### config.mk
export PLATFORM = sky130hd
export DESIGN_NAME = i2_router_flit_fifo
export DESIGN_NICKNAME = d
export VERILOG_FILES = /design/src/rtl/i2_router_pkg.sv /design/src/rtl/i2_router_fifo_mem.sv /design/src/rtl/i2_router_flit_fifo.sv
export SDC_FILE = /design/constraint.sdc
export NUM_CORES = 1
export LEC_CHECK = 0
export BUFFER_PORTS_ARGS = -buffer_cell sky130_fd_sc_hd__buf_2
export CAP_MARGIN = 20
export CORE_MARGIN = 1
export CORE_UTILIZATION = 40
export DETAILED_ROUTE_END_ITERATION = 7
export PLACE_DENSITY = 0.65
export SLEW_MARGIN = 20
export SYNTH_ARGS = -nofsm -noshare
export SYNTH_HDL_FRONTEND = slang
export SYNTH_HIERARCHICAL = 1
export SYNTH_SLANG_ARGS = --single-unit
### constraint.sdc
create_clock -name clk -period 5.49 [get_ports clk]
set_input_delay 1.098 -clock clk [delete_from_list [all_inputs] [get_ports clk]]
set_output_delay 1.098 -clock clk [all_outputs]
set_load 0.01 [all_outputs]
### src/rtl/i2_router_pkg.sv
// rtl/i2_router_pkg.sv - shared flit type definitions for the router input FIFO.
package i2_router_pkg;

    localparam int FLIT_TYPE_W = 3;

    typedef logic [FLIT_TYPE_W-1:0] flit_type_t;

    localparam flit_type_t FLIT_HEAD = 3'b001;
    localparam flit_type_t FLIT_TAIL = 3'b110;

endpackage : i2_router_pkg

### src/rtl/i2_router_fifo_mem.sv
// rtl/i2_router_fifo_mem.sv - DEPTH x WIDTH flit storage, one write port, one async read port.
module i2_router_fifo_mem #(
    parameter int DEPTH = 4,
    parameter int WIDTH = 35,
    parameter int AW    = $clog2(DEPTH)
) (
    input  logic             clk,
    input  logic             wr_en_i,
    input  logic [AW-1:0]    wr_addr_i,
    input  logic [WIDTH-1:0] wr_data_i,
    input  logic [AW-1:0]    rd_addr_i,
    output logic [WIDTH-1:0] rd_data_o
);

    // Contents are deliberately left unreset; only the pointers define validity.
    logic [WIDTH-1:0] mem_q [DEPTH];

    always_ff @(posedge clk) begin
        if (wr_en_i) begin
            mem_q[wr_addr_i] <= wr_data_i;
        end
    end

    assign rd_data_o = mem_q[rd_addr_i];

endmodule : i2_router_fifo_mem

### src/rtl/i2_router_flit_fifo.sv
// rtl/i2_router_flit_fifo.sv - two-source router flit FIFO; I2_FIFO_OVF_CHK_EN adds sticky ovf_err.
module i2_router_flit_fifo
    import i2_router_pkg::*;
#(
    parameter int DEPTH  = 4,
    parameter int DATA_W = 32
) (
    input  logic                   clk,
    input  logic                   rst,
    input  logic [FLIT_TYPE_W-1:0] head1,
    input  logic [DATA_W-1:0]      data1,
    input  logic [FLIT_TYPE_W-1:0] head2,
    input  logic [DATA_W-1:0]      data2,
    input  logic                   select,
    input  logic                   FIFO_wr,
    output logic                   FIFO_full,
    output logic                   FIFO_empty,
    output logic                   out_req,
    output logic [FLIT_TYPE_W-1:0] out_head,
    output logic [DATA_W-1:0]      out_data,
`ifdef I2_FIFO_OVF_CHK_EN
    output logic                   ovf_err,
`endif
    input  logic                   out_bussy
);

    localparam int AW = $clog2(DEPTH);
    localparam int CW = AW + 1;
    localparam int EW = DATA_W + FLIT_TYPE_W;

    logic [AW-1:0] wr_ptr_q, wr_ptr_d;
    logic [AW-1:0] rd_ptr_q, rd_ptr_d;
    logic [CW-1:0] count_q, count_d;
    logic          push;
    logic          pop;
    logic [EW-1:0] wr_flit;
    logic [EW-1:0] rd_flit;

    // Status is decoded from the registered count only, so no input reaches it combinationally.
    assign FIFO_full  = (count_q == CW'(DEPTH));
    assign FIFO_empty = (count_q == '0);
    assign out_req    = ~FIFO_empty;

    assign push    = FIFO_wr & ~FIFO_full;
    assign pop     = out_req & ~out_bussy;
    assign wr_flit = select ? {head2, data2} : {head1, data1};

    assign {out_head, out_data} = rd_flit;

    always_comb begin
        wr_ptr_d = wr_ptr_q;
        rd_ptr_d = rd_ptr_q;
        count_d  = count_q;
        if (push) begin
            wr_ptr_d = wr_ptr_q + 1'b1;
        end
        if (pop) begin
            rd_ptr_d = rd_ptr_q + 1'b1;
        end
        unique case ({push, pop})
            2'b10:   count_d = count_q + 1'b1;
            2'b01:   count_d = count_q - 1'b1;
            default: count_d = count_q;
        endcase
    end

    always_ff @(posedge clk or negedge rst) begin
        if (!rst) begin
            wr_ptr_q <= '0;
            rd_ptr_q <= '0;
            count_q  <= '0;
        end else begin
            wr_ptr_q <= wr_ptr_d;
            rd_ptr_q <= rd_ptr_d;
            count_q  <= count_d;
        end
    end

`ifdef I2_FIFO_OVF_CHK_EN
    logic ovf_err_q, ovf_err_d;

    assign ovf_err_d = ovf_err_q | (FIFO_wr & FIFO_full);

    always_ff @(posedge clk or negedge rst) begin
        if (!rst) begin
            ovf_err_q <= 1'b0;
        end else begin
            ovf_err_q <= ovf_err_d;
        end
    end

    assign ovf_err = ovf_err_q;
`endif

    i2_router_fifo_mem #(
        .DEPTH (DEPTH),
        .WIDTH (EW),
        .AW    (AW)
    ) u_mem (
        .clk       (clk),
        .wr_en_i   (push),
        .wr_addr_i (wr_ptr_q),
        .wr_data_i (wr_flit),
        .rd_addr_i (rd_ptr_q),
        .rd_data_o (rd_flit)
    );

endmodule : i2_router_flit_fifo

# --- Word level (Yosys, flattened, before mapping) ---
# Memory sizes are Yosys's and may differ from the RTL's.
# Cells that the tools add are included.
word_totals:
  latch_bits: 0
  regBits: 7
  in_bits: 75
  out_inout_bits: 38
  rom_bits: 0
  ram_bits: 140
  memories: 1
  wordCells: 22
mem_list:
  columns: ["name", "depth", "word_bits", "rd", "rd_clocked_by_memory_dff", "write_ports", "line_no", "rtl"]
  rows:
  - ["u_mem.mem_q", 4, 35, 1, 0, 1, "i2_router_fifo_mem.sv:16", "logic [WIDTH-1:0] mem_q [DEPTH];"]
op_classes:
  n_mux: 4
  n_eq_ne: 3
  magnitude_cmp: 0
  mul: 0
  div_mod_pow: 0
  n_reduce_logical: 2
  shifts: 0
  bitwise_logic: 5
  n_addsub: 4
op_table:
  columns: ["op", "count"]
  rows:
  - ["2-to-1 mux 35 bit", 1]
  - ["case mux 3 bit (2 select lines)", 1]
  - ["adder 2 x 1 -> 2 bit (second input constant)", 2]
  - ["adder 3 x 1 -> 3 bit (second input constant)", 1]
  - ["equality test 3 bit (second input constant)", 1]
  - ["logical NOT 3 bit", 1]
  - ["inverter 1 bit", 3]
  - ["subtractor 3 x 1 -> 3 bit (second input constant)", 1]
  - ["AND 1 bit", 2]
  - ["equality test 2 x 1 -> 1 bit (second input constant)", 1]
  - ["equality test 2 bit (second input constant)", 1]
  - ["2-to-1 mux 1 bit", 2]
  - ["nonzero test 2 bit", 1]

# --- Depth between registers and ports, before layout ---
depth:
  word_depth: 5
  ltp_mapped: 8

# --- Cells and area by module ---
# The synthesis kept the hierarchy.
modules_own_cells:
  columns: ["module", "instances", "cells_per_inst", "area_each_um2", "seq_area_each_um2"]
  rows:
  - ["i2_router_fifo_mem", 1, 187, 5133.7, 4204.0]
  - ["i2_router_flit_fifo", 1, 69, 805.8, 175.2]

# --- Least setup slack after synthesis ---
# Ideal clock, no wire load.
synth_path:
  kind: "in2reg"
  from: "in FIFO_wr"
  to: "mem u_mem.mem_q[0][0], enable pin"
  slack_ns: 1.198
  required_ns: 5.012
  arrival_time_ns: 3.814
  n_path_buf: 0
  path_stages: 3
  cell_sequence: "nand2b_4 -> inv_1 -> nor3b_1"
synth_via:
  elab_chain_len: 3
synth_rtl:
  columns: ["item", "line_no", "rtl"]
  rows:
  - ["from (decl)", "i2_router_flit_fifo.sv:15", "input logic FIFO_wr,"]
  - ["AND 1 bit", "i2_router_flit_fifo.sv:44", "assign push = FIFO_wr & ~FIFO_full;"]
  - ["via push", "i2_router_flit_fifo.sv:34", "logic push;"]
  - ["2-to-1 mux 1 bit", "i2_router_fifo_mem.sv:19", "if (wr_en_i) begin"]
  - ["2-to-1 mux 1 bit (implied by the code)", "i2_router_fifo_mem.sv:20", "mem_q[wr_addr_i] <= wr_data_i;"]
  - ["to (decl)", "i2_router_fifo_mem.sv:16", null]
# The timed path passes the listed nets, and every way through them passes these cells.

# --- Worst setup path in the final report ---
layout_path:
  from: "reg rd_ptr_q[0]"
  to: "out out_data[1]"
layout_via:
  elab_chain_len: 1
layout_rtl:
  columns: ["item", "line_no", "rtl"]
  rows:
  - ["from (decl)", "i2_router_flit_fifo.sv:32", "logic [AW-1:0] rd_ptr_q, rd_ptr_d;"]
  - ["from (signal assigned)", "i2_router_flit_fifo.sv:74", "rd_ptr_q <= rd_ptr_d;"]
  - ["memory (4 x 35 bit)", null, null]
  - ["to (decl)", "i2_router_flit_fifo.sv:20", "output logic [DATA_W-1:0] out_data,"]
# No other way between the ends.

==> metrics <==
Worst Skew=about 0.007 ns; switching fraction of total power=around 28%; clock slew at reported path FFs=approximately 0.050 ns; Pleak=2.61 nW; met2 Resource Use GR=~25%; Inserted Clock Buffers=17; Yosys reg bits=~150; antenna violations before repair=0; design area=roughly 0.007 mm^2; FMAX=0.280 GHz; RSZ-0062 raised after global routing=no; relative slew slack=about 34%; # diodes=0; reg2reg start=count_q[2]; Slew Viols, Final=0; Post-Place Worst Slack=2.23 ns; GPL Wtd Cong=0.649; max-cap violation count=0; final-stage net count=455; Post-Place Cells=543; DR DRC count=0; VDD IR max=around 0.3 mV; worst setup path startpoint=rd_ptr_q[0]; first-pass GRT wire length=16000 um; Total GRT Usage=14.9%; CTS sink cnt=147; status=completed; die footprint=~0.015 mm^2; DP Area=0.00663 mm^2; CTS tree=done; Core ar.=around 0.015 mm^2; P_int=between 2 and 3 mW; I/O pins=113; syn nets=roughly 330; share of cells above drive strength 1=a little over half; Setup violations, final=0; Bufs on Longest Clock Path=2; Final Hold Fails=0; Clk pwr share=between 20% and 30%; Crit Path Class=flip-flop to primary output; setup_tns=0 ns; input/output buffers=around 110; hold-fix buffers at CTS=0; period utilization=roughly 65%; met3 Use GR=under 10%; Worst-Margin Slew=0.995 ns; via count=around 2900; Power Density=518 mW/mm^2; Mean Syn Cell Area=23.2 um^2; largest net degree at the start of global routing=37; switching pwr=roughly 1.0 mW; HP Class=input pin to asynchronous set/reset pin; sequential fraction of design power=between 40 and 50%; Area growth syn-to-layout=21.3%; post-route insts no fill=575; die height=around 120 um; PnR worst setup slack=around 1.9 ns; Die W=roughly 120 um; Required @ worst endpoint=4.39 ns; WP data arrival=roughly 2.5 ns; H-tree Lvls=4; Rows=44; GRT overflow=0; Clock Latency Late Sink=approximately 0.40 ns; number of fill cells=roughly 1200; crit path launch type=flip-flop; cell count after synthesis=approximately 260; drt total wl=approximately 10000 um; Post-CTS Setup Inserts=0; Vias/cell=4.98; 1st-iter DRT viols=186; post-DP HPWL=~6300 um; CTS resizes=0; met1 usage=around 18%; mapped cell area=slightly below 0.006 mm^2; Top Usage Layer GRT=met2; CP Max Fanout=21; Yosys warning total=6; post-synthesis sequential area ratio=between 70% and 80%; vias in the first global route=around 3000; Starting Density=about two fifths; Root Buffer=clkbuf_16; crit end category=primary output; library cells used by synthesis=27; DR pass1 iterations=4; Comb power frac=roughly a quarter; Detail Route Antenna Nets=0; drt wl/cell=approximately 18 um; crit path time final=~3.6 ns
[placed cells by master, fill, tap and decap left out, types with 4 or more instances in the layout]
| master | n |
|---|---|
| mux4_2 | 30 |
| mux2_2 | 22 |
| buf_2 | 112 |
| clkinv_2 | 6 |
| mux4_1 | 5 |
| dfrtp_1 | 5 |
| inv_1 | 5 |
| clkinv_1 | 4 |
| clkbuf_16 | 17 |
| mux2_1 | 13 |
| xor2_1 | 5 |
| edfxtp_1 | 140 |
[through the flow]
stage	power (mW)	hold WS, ns	utilization [%]
CTS	3.80	0.506	49.6
floorplan	2.35	0.441	-
detailed placement	2.69	0.509	45.6
global placement	2.66	0.506	45.6
global route	3.93	0.507	49.6
finish	3.73	0.518	49.6
[cell usage after synthesis]
cell type	count	area share (%)
nand2_1	1	0.063
xnor2_1	2	0.29
mux2_1	13	2.5
mux4_2	30	11
nor3b_4	1	0.32
buf_12	3	1.0
mux4_1	5	2.2
fa_1	1	0.34
edfxtp_1	140	71
buf_4	1	0.13
nor2_1	2	0.13
nor3b_1	1	0.13
clkbuf_2	1	0.084
mux2i_1	1	0.17
inv_1	5	0.32
nand2b_4	1	0.23
ha_1	1	0.21
nor2_2	1	0.11
nor3_2	1	0.17
buf_2	3	0.25
and3b_1	2	0.29
buf_6	4	0.76
dfrtp_1	7	2.9
mux2_2	22	4.2
nor3b_2	1	0.21
and3_1	1	0.11
xor2_1	5	0.74
[worst max-delay path, cell delays in order, from the launching register on]
cell and delay, ns:
dfrtp_2 0.82, buf_4 0.47, mux4_1 0.61, buf_2 0.16
[layer usage]
metal / share of wire [%] / vias up
li1: - / 1306
met1: 42 / 1464
met2: 52 / 87
met3: 5.2 / 7
met4: 0.63 / 0
met5: 0 / -
[state kept, by name, indices dropped and copies added (netlist names)]
name and cells:
u_mem/mem_q 140, count_q 3, rd_ptr_q 2, wr_ptr_q 2
[power by group through the flow]
stage | registers (mW) | clock network [mW] | logic [mW]
after global placement | 1.69 | 0 | 0.968
final | 1.67 | 1.11 | 0.952
after floorplan | 1.58 | 0 | 0.770
after CTS | 1.68 | 1.14 | 0.984
after detailed placement | 1.71 | 0 | 0.981
after global routing | 1.71 | 1.18 | 1.05
[final cells by class]
class,instances,area [um^2],area share (%)
Multi-Input combinational cell,92,1420,19.7
Tap cell,184,230,3.20
Sequential cell,147,4380,60.8
Timing Repair Buffer,115,583,8.09
Clock inverter,14,144,2.00
Clock buffer,18,429,5.96
Inverter,5,18.8,0.261
[final timing paths]
| kind | to | slack [ns] | cells past startpoint |
|---|---|---|---|
| setup reg to reg | u_mem/mem_q[1][16] | 3.41 | 4 |
| hold reg to reg | count_q[2] | 0.52 | 1 |
| max in group asynchronous | rd_ptr_q[0] | 4.80 | 1 |
| min in group clk | count_q[2] | 0.52 | 1 |
| setup / recovery | out_data[1] | 1.92 | 3 |
| hold / removal | count_q[1] | 0.52 | 1 |
[kinds of logic after synthesis]
group                      after synthesis  share of synthesized area [%]
DFF                                    147                           73.7
buffers and inverters                   17                           2.55
adders and majority gates                2                          0.548
and+or+nand+nor                         12                           1.75
xor gates and xnor gates                 7                           1.03
muxes                                   71                           20.4
No activity file was read; power rests on OpenSTA's default activity.
